**src/rtl/flow_light_pkg.sv**
```systemverilog
// Shared types and helpers for the running-light controller.
// Pure definitions: no latency, no flow control.
package flow_light_pkg;

  typedef logic [1:0] level_t;

  localparam logic [2:0] SPEED_CODE [0:3] = '{3'b000, 3'b001, 3'b011, 3'b111};

  // Step period in clock cycles; level 0 has no period (paused).
  function automatic int level_to_period(input level_t level, input int base_div);
    case (level)
      2'd1:    level_to_period = base_div;
      2'd2:    level_to_period = base_div / 2;
      2'd3:    level_to_period = base_div / 4;
      default: level_to_period = 0;
    endcase
  endfunction

endpackage

```
**src/rtl/btn_sync_edge.sv**
```systemverilog
// Two-flop synchroniser plus rising-edge detector for one raw button.
// Pulse is high in the 2nd cycle after the raw edge is sampled; no backpressure.
module btn_sync_edge (
  input  logic I_CLK,
  input  logic Rst,
  input  logic btn,
  output logic pulse
);

  // sh[0], sh[1]: synchroniser; sh[2]: previous synchronised value
  logic [2:0] sh;

  always_ff @(posedge I_CLK or posedge Rst) begin
    if (Rst) sh <= '0;
    else     sh <= {sh[1:0], btn};
  end

  assign pulse = sh[1] & ~sh[2];

endmodule

```
**src/rtl/flow_light_ctrl.sv**
```systemverilog
// Running-light position, target and speed-code generator driven by three buttons.
// Button action lands 3 cycles after the raw edge is sampled; presses during lockout are dropped.
module flow_light_ctrl
  import flow_light_pkg::*;
#(
  parameter int BASE_DIV = 50000000,
  parameter int LOCKOUT  = 1000000
) (
  input  logic       I_CLK,
  input  logic       Rst,
  input  logic       btn_up,
  input  logic       btn_down,
  input  logic       btn_sel,
  output logic [2:0] flowspeed,
  output logic [1:0] count_light,
  output logic [1:0] count_light1,
  output logic [3:0] led,
  output logic       step,
  output logic       match
);

  localparam int TW = (BASE_DIV > 1) ? $clog2(BASE_DIV) : 1;
  localparam int LW = (LOCKOUT > 1) ? $clog2(LOCKOUT) : 1;

  logic          up_e, dn_e, sel_e;
  logic [LW-1:0] lock_cnt;
  logic          lock_free, acc_speed, acc_sel, accept;
  level_t        level, level_nxt;
  logic [TW-1:0] tick, tick_last;
  logic          wrap;
  logic [1:0]    cl_nxt;

  btn_sync_edge u_up   (.I_CLK(I_CLK), .Rst(Rst), .btn(btn_up),   .pulse(up_e));
  btn_sync_edge u_down (.I_CLK(I_CLK), .Rst(Rst), .btn(btn_down), .pulse(dn_e));
  btn_sync_edge u_sel  (.I_CLK(I_CLK), .Rst(Rst), .btn(btn_sel),  .pulse(sel_e));

  always_comb begin
    lock_free = (lock_cnt == '0);
    // up and down together cancel out and must not start a lockout
    acc_speed = lock_free & (up_e ^ dn_e);
    acc_sel   = lock_free & sel_e;
    accept    = acc_speed | acc_sel;

    level_nxt = level;
    if (acc_speed) begin
      if (up_e) begin
        if (level != 2'd3) level_nxt = level + 2'd1;
      end else if (level != 2'd0) begin
        level_nxt = level - 2'd1;
      end
    end

    tick_last = TW'(level_to_period(level, BASE_DIV) - 1);
    wrap      = (level != 2'd0) && (level_nxt == level) && (tick == tick_last);
    cl_nxt    = wrap ? count_light + 2'd1 : count_light;
  end

  always_ff @(posedge I_CLK or posedge Rst) begin
    if (Rst) begin
      lock_cnt <= '0;
    end else if (accept) begin
      lock_cnt <= LW'(LOCKOUT - 1);
    end else if (!lock_free) begin
      lock_cnt <= lock_cnt - LW'(1);
    end
  end

  always_ff @(posedge I_CLK or posedge Rst) begin
    if (Rst) begin
      level        <= 2'd0;
      flowspeed    <= 3'b000;
      tick         <= '0;
      step         <= 1'b0;
      count_light  <= 2'd0;
      count_light1 <= 2'd0;
      led          <= 4'b0001;
      match        <= 1'b0;
    end else begin
      level     <= level_nxt;
      flowspeed <= SPEED_CODE[level];
      // a speed change restarts the period so the first new step is a full period away
      if ((level_nxt != level) || (level == 2'd0) || wrap) tick <= '0;
      else                                                 tick <= tick + TW'(1);
      step        <= wrap;
      count_light <= cl_nxt;
      led         <= 4'b0001 << cl_nxt;
      if (acc_sel) count_light1 <= count_light1 + 2'd1;
      match <= (count_light == count_light1) && (flowspeed != 3'b000);
    end
  end

endmodule

```
**config.mk**
```make
export PLATFORM = sky130hd
export DESIGN_NAME = flow_light_ctrl
export DESIGN_NICKNAME = d
export VERILOG_FILES = /design/src/rtl/flow_light_pkg.sv /design/src/rtl/btn_sync_edge.sv /design/src/rtl/flow_light_ctrl.sv
export SDC_FILE = /design/constraint.sdc
export NUM_CORES = 1
export LEC_CHECK = 0
export CORE_MARGIN = 1
export CORE_UTILIZATION = 60
export CTS_CLUSTER_DIAMETER = 40
export CTS_CLUSTER_SIZE = 8
export DETAILED_ROUTE_END_ITERATION = 16
export PLACE_DENSITY = 0.79
export SYNTH_ARGS = -nofsm -noshare
export SYNTH_HDL_FRONTEND = slang
export SYNTH_SLANG_ARGS = --single-unit
```
**constraint.sdc**
```tcl
create_clock -name I_CLK -period 3.96 [get_ports I_CLK]
set_input_delay 0.396 -clock I_CLK [delete_from_list [all_inputs] [get_ports I_CLK]]
set_output_delay 0.396 -clock I_CLK [all_outputs]
set_load 0.05 [all_outputs]
```
==> Yosys cells after proc, flatten, opt, wreduce, memory -nomap -nowiden <==
Index checks and enable logic that the tools add are counted.
{ "totals": {"in_bits": 5, "register_bits": 70, "wordCells": 62} }
{ "classes": {"mux": 12, "bitwise": 11, "shift": 1, "addsub": 7, "order_cmp": 1, "n_eq_ne": 9, "n_reduce_logical": 9} }
{ "ops": {"columns": ["cell", "count"], "rows": [
  ["$pmux 26 s3", 1],
  ["$mux 20", 2],
  ["$add 26x1->26 const B", 1],
  ["$eq 26x26->1", 1],
  ["$mux 26", 1],
  ["$sub 26x2->26 const B", 1],
  ["$logic_not 20->1", 1],
  ["$sub 20x1->20 const B", 1],
  ["$mux 2", 5],
  ["$add 2x1->2 const B", 3],
  ["$bmux 3 s2", 1],
  ["$mux 3", 2],
  ["$and 1x1->1", 5],
  ["$eq 2x2->1", 2],
  ["$eq 2x2->1 const B", 2],
  ["$shl 1x2->4 const A", 1],
  ["$ge 3x3->1 const B", 1],
  ["$logic_and 1x1->1", 3],
  ["$not 1->1", 3],
  ["$not 2->3", 1],
  ["$reduce_bool 3->1", 1],
  ["$eq 2x1->1 const B", 1],
  ["$logic_not 2->1", 1],
  ["$logic_or 1x1->1", 2],
  ["other kinds (7)", 7]
]} }

==> Depth between registers and ports, before layout <==
Gate-level depths: netlist of the first run.
{ "depth": {"word_depth": 10, "mapped_depth": 10, "ltp_nobuf": 8} }

==> Cells and area by module <==
A second synthesis of the first run with hierarchy kept.
{ "hier_totals": {"hier_cells": 348, "area_unflattened_um2": 3558.4} }
{ "modules_own_cells": {"columns": ["mod", "area_per_inst_um2", "cells_per_inst", "instances"], "rows": [
  ["flow_light_ctrl", 3280.6, 333, 1],
  ["btn_sync_edge", 92.6, 5, 3]
]} }

==> Worst setup path after synthesis of the first run <==
No wires, ideal clock.
{ "synth_timing": {"path_type": "reg-to-reg", "startpoint": "reg level[0]", "endpoint": "reg tick[12]", "path_buffers": 2, "arrival_ns": 2.091, "setup_ns": 0.072, "slack_ns": 1.798, "synth_period_minus_slack_ns": 2.162, "stages_incl_launch_ff": 11, "cell_sequence": "dfrtp_1 inv_1 ha_1 or3b_2 o211ai_1 nand4_1 a21oi_2 nand2b_1 buf_6 buf_6 nor2_1"} }
{ "synth_between": {"elab_chain_cells": 9} }
{ "synth_rtl": {"columns": ["element", "line_no", "source"], "rows": [
  ["start, declared", "flow_light_ctrl.sv:28", "level_t level, level_nxt;"],
  ["start signal, assigned", "flow_light_ctrl.sv:79", "level <= level_nxt;"],
  ["parallel branches: the longest is 7 deep, another holds $sub 26x2->26", null, null],
  ["$logic_or 1x1->1 *", "flow_light_ctrl.sv:82", "if ((level_nxt != level) || (level == 2'd0) || wrap) tick <= '0;"],
  ["$mux 26 *", "flow_light_ctrl.sv:82", null],
  ["end signal, assigned", "flow_light_ctrl.sv:83", "else tick <= tick + TW'(1);"],
  ["end, declared", "flow_light_ctrl.sv:29", "logic [TW-1:0] tick, tick_last;"]
]} }
Every way passes the cells marked *.
A chain may end at the register's enable or synchronous reset.

==> Worst setup path in the final report of the first run <==
{ "layout_timing": {"startpoint": "reg level[0]", "endpoint": "reg tick[17]"} }
Same word-level chain as after synthesis.

==> run summary, run 1 <==
DRC: 0
WL per Instance: 14.9 µm
Final non-filler cell total: 429
Setup crit end: tick[17]$_DFF_PP0_
Biggest area consumer among synthesized cells: dfrtp_1
WP depth: 8
Reg2Reg Launch Point: level[0]$_DFF_PP0_
Fmax: 0.340 GHz
Die height: 78.4 µm
Final worst-path cycle share: 0.743
GPL Wtd Cong: 0.892
CTS max path bufs: 2
Share of cells above drive strength 1: 0.0644
Port Buffers: 17
Worst EP required: 4150 ps
First-pass DRT Iterations: 4
Die Width: 78.4 µm
Min Tclk post-route: 2940 ps
Crit start category: flop
Largest net degree at the start of global routing: 39
Final ANT Viol Nets: 0
Synth top area cells: dfrtp_1, xnor2_1, xor2_1
CTS tree: yes
FF-to-FF path depth: 8
Gr ovfl total: 0
Yosys top cell area share: 0.493
Nets: 369
Via count: 2455
CTS Hold Bufs: 0
CP top delay family: simple AND/OR/NAND/NOR gates
Crit-path slowest cell: nand2b_1
DP Area: 3710 µm²
CTS root buf: clkbuf_8
Vias in the first global route: 2353
Vias/cell: 5.72
Ys Warns: 0
Clock slew at reported path FFs: 70 ps
Area grow syn2layout: 11.1%
Critical path's largest stage delay: 750 ps
FF+latch count, synth: 70
TritonCTS Sinks: 70
Initial Util: 0.629
Status: finished, final reports clean
Design area: 3890 µm²
Slew @ Worst Pin: 975 ps
Sequential share of the synthesized area: 0.500
Hold_ws: 349 ps
CP Class: reg2reg
Skew-Pair Late Insertion Delay: 340 ps
Synth cell types: 47
CORE AREA: 5570 µm²
CP cell instances: inv_1 > ha_1 > xor2_1 > o2111ai_1 > nor4b_1 > and4_1 > nand2b_1 > nor2_1
Leakage Power: 1.68 nW
Max-slew headroom: 0.350
Final Skew: 10.4 ps
Iteration-0 DRC Markers: 137
CP Max Fanout: 26
Initial antenna violation count: 0
Post-route setup TNS: 0 ps
Most frequent cells in the layout: dfrtp_1, nor2_1, xnor2_1
HP Class: reg2reg
Synth Cell Area: 3500 µm²
Area of the die: 6150 µm²
End of the worst register-to-register path: tick[17]$_DFF_PP0_
Syn Inst Count: 334
Final HPWL DP: 4.59 mm
Resize count post-CTS: 0
Dpl cells: 414
CP bufs+invs: 1
Final Util: 0.699
MaxCap Viol Count: 0
Diodes inserted: 0
Worst R2R Setup Slack: 1020 ps
First-pass GRT wire length: 11.3 mm
Cts bufs inserted: 9
Mean Syn Cell Area: 10.5 µm²
Drt total wl: 6.41 mm
Setup Viol. Count Final: 0
Pins Over Slew Limit: 0
Row count: 27
Commonest non-fill, non-tap cell in the layout: dfrtp_1
Critical Path AT: 3130 ps
Final Hold Vio Count: 0
Pwr per Cell Area: 447 nW/µm²
CP endpoint kind: flop
Tot GR Track Use: 0.244
Worst VDD drop: 0.000335 V
Syn_nets: 350
Fillcell total: 437
CP startpoint: level[0]$_DFF_PP0_
Postcts setup bufs: 0
Io pins: 18
RSZ-0062 raised after global routing: false
H-Tree Depth: 3
## sequential cells by signal (all words and copies together), names as in the netlist
register      count
match             1
tick             26
count_light1      2
u_up.sh           3
u_sel.sh          3
u_down.sh         3
step              1
lock_cnt         20
flowspeed         3
level             2
led               4
count_light       2
## cell families (layout without fill, tap and decap cells)
family / Yosys count / in the layout / synth area share
XOR/XNOR: 52 / 52 / 0.130
multiplexers: 4 / 4 / 0.0114
AO/OA/AOI/OAI: 24 / 24 / 0.0461
adder cells (fa/ha/maj): 11 / 11 / 0.0393
AND/OR/NAND/NOR: 151 / 151 / 0.243
flip-flops: 70 / 70 / 0.500
buffers and inverters: 22 / 45 / 0.0300
## worst min-delay path by stage
stage                           startpoint                     end  slack, ps  depth (start not counted)
floorplan           u_down.sh[0]$_DFF_PP0_  u_down.sh[1]$_DFF_PP0_        330                          0
global placement      u_up.sh[0]$_DFF_PP0_    u_up.sh[1]$_DFF_PP0_        330                          0
detailed placement    u_up.sh[0]$_DFF_PP0_    u_up.sh[1]$_DFF_PP0_        330                          0
CTS                   u_up.sh[0]$_DFF_PP0_    u_up.sh[1]$_DFF_PP0_        350                          0
global route          u_up.sh[0]$_DFF_PP0_    u_up.sh[1]$_DFF_PP0_        370                          0
finish                u_up.sh[0]$_DFF_PP0_    u_up.sh[1]$_DFF_PP0_        350                          0
## metal layers
layer	GRT usage	vias to the layer above	share of wire
li1	-	1193	-
met1	0.344	1182	0.49
met2	0.362	66	0.44
met3	0.0453	14	0.046
met4	0.122	0	0.022
met5	0	-	0
## stage by stage
step           power [mW]  setup WS (ps)
3_3_place_gp         1.19           1160
6_report             1.74           1020
3_5_place_dp         1.21           1010
4_1_cts              1.76            986
5_1_grt              1.83            639
2_1_floorplan        1.13           1800
## cells in the mapped netlist, drive strengths merged
| cell | count |
|---|---|
| nor2 | 37 |
| o31ai | 1 |
| nor4b | 3 |
| or4 | 2 |
| nand4 | 12 |
| o211ai | 6 |
| inv | 12 |
| xnor2 | 27 |
| nor4bb | 1 |
| and4b | 1 |
| and2 | 1 |
| nor3 | 9 |
| ha | 11 |
| and4 | 6 |
| a2111o | 1 |
| and3 | 5 |
| a21o | 1 |
| nand3b | 3 |
| nand2b | 7 |
| dfrtp | 69 |
| o22ai | 2 |
| a31oi | 1 |
| mux2i | 4 |
| a21oi | 3 |
| o21ai | 7 |
| nor2b | 4 |
| nand2 | 21 |
| buf | 3 |
| nand3 | 16 |
| nor3b | 2 |
| o41ai | 1 |
| or3b | 2 |
| dfstp | 1 |
| or2 | 3 |
| clkbuf | 7 |
| or3 | 4 |
| nand4b | 2 |
| o2111ai | 1 |
| xor2 | 25 |
| nor4 | 9 |
| or2b | 1 |
## power breakdown
part           switching, mW  internal [mW]
logic                  0.166          0.130
registers             0.0998          0.798
clock network          0.238          0.306
total                  0.504           1.23
## layout make-up
cell class / instances / area [µm²] / share of cell area
inverter: 12 / 45.0 / 0.0116
multi-input combinational: 242 / 1650 / 0.423
timing repair buffer: 18 / 178 / 0.0456
tap: 72 / 90.1 / 0.0231
sequential: 70 / 1750 / 0.450
clock inverter: 1 / 30.0 / 0.00771
clock buffer: 14 / 153 / 0.0392
Note: power is estimated with default switching activity, not from simulation.
==> run 2, diff against run 1 <==
clock period = 2.9 ns   (was 3.96 ns; I/O delays follow)
==> run summary, run 2 (synthesis gave the netlist of run 1 again) <==
WL per Instance: 14.3 µm
Register share of total power: 0.512
CTS root buf: clkbuf_8
Max-slew headroom: 0.435
Port Buffers: 17
Critical Path AT: 2720 ps
Setup Viol. Count Final: 0
CP Class: reg2reg
H-Tree Depth: 3
Leakage Power: 1.69 nW
Die height: 78.4 µm
CTS tree: yes
Hold depth: 0
RSZ-0062 raised after global routing: false
Most frequent cells in the layout: dfrtp_1, nor2_1, xnor2_1
Pwr per Cell Area: 609 nW/µm²
Final Skew: 11.0 ps
Area of the die: 6150 µm²
Area grow syn2layout: 11.6%
Combinational fraction of design power: 0.168
Skew-Pair Late Insertion Delay: 340 ps
First-pass GRT wire length: 11.0 mm
Tot GR Track Use: 0.234
Largest Register: tick
Iteration-0 DRC Markers: 179
Clock share of power: 0.320
Hold_ws: 352 ps
Status: finished, final reports clean
Largest net degree at the start of global routing: 71
Fmax: 0.408 GHz
Min Tclk post-route: 2450 ps
Final HPWL DP: 4.30 mm
Io pins: 18
Final Hold Vio Count: 0
CTS Hold Bufs: 0
TritonCTS Sinks: 70
Worst VDD drop: 0.000368 V
DP Area: 3720 µm²
Vias in the first global route: 2290
CP endpoint kind: flop
First-pass DRT Iterations: 4
Fillcell total: 409
Clock slew at reported path FFs: 70 ps
Registers with the most flip-flops: tick: 26 flops, lock_cnt: 20 flops, led: 4 flops
Switching Share: 0.290
Pins Over Slew Limit: 0
Initial antenna violation count: 0
Vias/cell: 5.68
Post-route setup TNS: 0 ps
Cell internal pwr: 1.69 mW
Die Width: 78.4 µm
Postcts setup bufs: 0
Commonest non-fill, non-tap cell in the layout: dfrtp_1
Cts bufs inserted: 9
Gr ovfl total: 0
Design area: 3910 µm²
Initial Util: 0.629
Worst EP required: 3170 ps
Via count: 2450
Dpl cells: 415
Crit start category: flop
Slew @ Worst Pin: 848 ps
HP Class: reg2reg
Share of cells above drive strength 1: 0.0724
Switching power: 0.690 mW
Row count: 27
MaxCap Viol Count: 0
Final worst-path cycle share: 0.846
CP Max Fanout: 26
Final ANT Viol Nets: 0
GPL Wtd Cong: 0.825
Final non-filler cell total: 431
DRC: 0
CTS max path bufs: 2
Drt total wl: 6.15 mm
Nets: 370
Diodes inserted: 0
CORE AREA: 5570 µm²
Largest register FFs: 26
FF-to-FF path depth: 9
Resize count post-CTS: 0
run 2: cell count changes in the layout (fill, tap and decap cells not counted), sizes merged:
cell	change
clkbuf	-1
clkinv	+2
buf	+1
run 2: final timing paths:
kind,end,slack [ps],from
max in group asynchronous,tick[19]$_DFF_PP0_,1830,Rst
min reg2reg,u_sel.sh[1]$_DFF_PP0_,350,u_sel.sh[0]$_DFF_PP0_
min in group asynchronous,lock_cnt[17]$_DFFE_PP0P_,520,Rst
min,u_sel.sh[1]$_DFF_PP0_,350,u_sel.sh[0]$_DFF_PP0_
max reg2reg,tick[17]$_DFF_PP0_,450,level[0]$_DFF_PP0_
max,tick[17]$_DFF_PP0_,450,level[0]$_DFF_PP0_
run 2: per-layer routing:
| layer | GRT usage | part of all wire | routed length [µm] |
|---|---|---|---|
| met2 | 0.332 | 0.45 | 2740 |
| met3 | 0.0640 | 0.044 | 268 |
| met5 | 0 | 0 | 0 |
| met1 | 0.342 | 0.50 | 3050 |
| met4 | 0.0926 | 0.015 | 93 |
run 2: layout make-up:
| cell class | instances | area [µm²] | area share |
|---|---|---|---|
| clock inverters | 3 | 43.8 | 0.0112 |
| repair buffers | 19 | 185 | 0.0473 |
| inverters | 12 | 45.0 | 0.0115 |
| flip-flops and latches | 70 | 1750 | 0.448 |
| clock buffers | 13 | 149 | 0.0381 |
| multi-input cells | 242 | 1650 | 0.421 |
| well taps | 72 | 90.1 | 0.0230 |
run 2: per-stage QoR:
| stage | power (mW) | util | setup WS, ps |
|---|---|---|---|
| 2_1_floorplan | 1.54 | - | 738 |
| 3_3_place_gp | 1.62 | 0.667 | 494 |
| 3_5_place_dp | 1.64 | 0.667 | 456 |
| 4_1_cts | 2.40 | 0.702 | 442 |
| 5_1_grt | 2.53 | 0.702 | 239 |
| 6_report | 2.38 | 0.702 | 447 |
run 2: power groups by stage:
stage	sequential (mW)	clock [mW]	combinational, mW
detailed placement	1.23	0	0.403
CTS	1.22	0.781	0.405
global placement	1.23	0	0.388
global route	1.24	0.833	0.456
floorplan	1.22	0	0.316
finish	1.22	0.762	0.401
run 2: worst max-delay path, stage by stage (launching register included):
cell	delay, ps
dfrtp_1	490
inv_1	180
ha_1	310
or3b_2	500
o211ai_1	110
nand4_1	140
a21oi_2	220
nand2b_1	80
buf_4	220
nor2_1	130
==> run 3, diff against run 2 <==
CORE_UTILIZATION = 54   (was 60)
PLACE_DENSITY = 0.75   (was 0.79)
clock period = 2.2 ns   (was 2.9 ns; I/O delays follow)
==> run summary, run 3 (synthesis gave the netlist of run 1 again) <==
Status: finished, final reports clean
Register share of total power: 0.503
Vias/cell: 5.60
Leakage Power: 1.83 nW
Area of the die: 6810 µm²
Via count: 2554
Cts bufs inserted: 9
First-pass DRT Iterations: 4
Hold_ws: 271 ps
Final worst-path cycle share: 0.967
Area grow syn2layout: 20.5%
Final ANT Viol Nets: 0
Place WS: -60.6 ps
CTS Hold Bufs: 0
Iteration-0 DRC Markers: 185
Largest register FFs: 26
Switching power: 0.960 mW
Gr ovfl total: 0
Final Hold Vio Count: 0
Pwr per Cell Area: 762 nW/µm²
Slew @ Worst Pin: 503 ps
Crit start category: flop
HP Class: in2async
CORE AREA: 6100 µm²
Most frequent cells in the layout: dfrtp_1, nor2_1, xnor2_1
Setup Viol. Count Final: 0
Largest net degree at the start of global routing: 71
Min Tclk post-route: 2130 ps
Largest Register: tick
Registers with the most flip-flops: tick: 26 flops, lock_cnt: 20 flops, led: 4 flops
Skew-Pair Late Insertion Delay: 340 ps
Die height: 82.5 µm
WL per Instance: 15.3 µm
First-pass GRT wire length: 11.2 mm
Switching Share: 0.298
MaxCap Viol Count: 0
Fmax: 0.470 GHz
Worst VDD drop: 0.000660 V
TritonCTS Sinks: 70
CTS root buf: clkbuf_8
CP Max Fanout: 6
Diodes inserted: 0
Tot GR Track Use: 0.224
Commonest non-fill, non-tap cell in the layout: dfrtp_1
Pins Over Slew Limit: 0
Clock share of power: 0.303
Vias in the first global route: 2343
CTS tree: yes
Port Buffers: 17
Share of cells above drive strength 1: 0.176
Max-slew headroom: 0.664
GPL Wtd Cong: 0.855
Cell internal pwr: 2.26 mW
H-Tree Depth: 3
Row count: 28
Fillcell total: 455
Final Util: 0.693
Clock slew at reported path FFs: 70 ps
Final WS setup: 73.5 ps
RSZ-0062 raised after global routing: true
Critical Path AT: 2380 ps
Drt total wl: 6.97 mm
Nets: 392
Combinational fraction of design power: 0.195
Final Skew: 9.71 ps
CP endpoint kind: flop
Die Width: 82.5 µm
DRC: 0
Worst EP required: 2450 ps
CTS max path bufs: 2
Initial antenna violation count: 0
Final HPWL DP: 4.49 mm
Initial Util: 0.575
Io pins: 18
CP Class: reg2reg
-- run 3: changes by cell type in the layout (fill, tap and decap cells not counted), moves of 3 or more --
cell,delta
buf_4,+15
buf_6,+5
clkinv_2,+3
ha_1,-3
nor2_1,-3
nor2_2,+3
-- run 3: timing repair --
| action | in CTS | in global routing |
|---|---|---|
| setup buffers | 0 | 7 |
| pin swaps | 4 | 9 |
| cloned | 2 | 0 |
| gates resized for setup | 15 | 18 |
| endpoints found under the setup margin | 31 | 32 |
-- run 3: area by class of cell --
type / count / area, µm² / area share
clock inverter: 5 / 50.0 / 0.0119
timing repair buffer: 41 / 382 / 0.0904
sequential: 70 / 1750 / 0.415
clock buffer: 11 / 131 / 0.0311
inverter: 12 / 47.5 / 0.0113
tap: 75 / 93.8 / 0.0222
multi-input combinational: 242 / 1770 / 0.418
-- run 3: final timing paths --
check	from	end	slack (ps)	depth (start not counted)
worst max register to register	level[0]$_DFF_PP0_	led[3]$_DFF_PP0_	70	8
worst max-delay path	level[0]$_DFF_PP0_	led[3]$_DFF_PP0_	70	8
max in group asynchronous	Rst	led[0]$_DFF_PP1_	1620	3
worst min-delay path	Rst	count_light[0]$_DFF_PP0_	270	3
min in group I_CLK	btn_sel	u_sel.sh[0]$_DFF_PP0_	320	1
worst min register to register	u_sel.sh[0]$_DFF_PP0_	u_sel.sh[1]$_DFF_PP0_	350	0
-- run 3: power groups by stage --
stage                     combinational (mW)  clock, mW  sequential [mW]
final                                  0.626      0.973             1.62
after global placement                 0.538          0             1.62
after global routing                   0.693       1.05             1.64
after floorplan                        0.416          0             1.61
after detailed placement               0.554          0             1.63
after CTS                              0.584      0.998             1.60
-- run 3: metal layers --
layer	track usage	routed length, µm
met2	0.332	3270
met4	0.0948	48
met3	0.0374	436
met1	0.324	3220
met5	0	0
-- run 3: metrics by stage --
step           instances  setup TNS (ps)  area, µm²  total power, mW
2_1_floorplan        334               0       3500             2.03
3_3_place_gp         431           -8.19       3830             2.16
3_5_place_dp         431            -187       3830             2.18
4_1_cts              449               0       4080             3.18
5_1_grt              456           -87.5       4220             3.38
6_report             456               0       4220             3.22
-- run 3: critical path, cell delays in order, from the launching register on --
cell and delay [ps]:
dfrtp_1 400, buf_6 150, ha_4 160, or3b_4 370
o211ai_1 110, nand4_1 180, a21oi_4 270, and2_4 220
mux2i_1 190
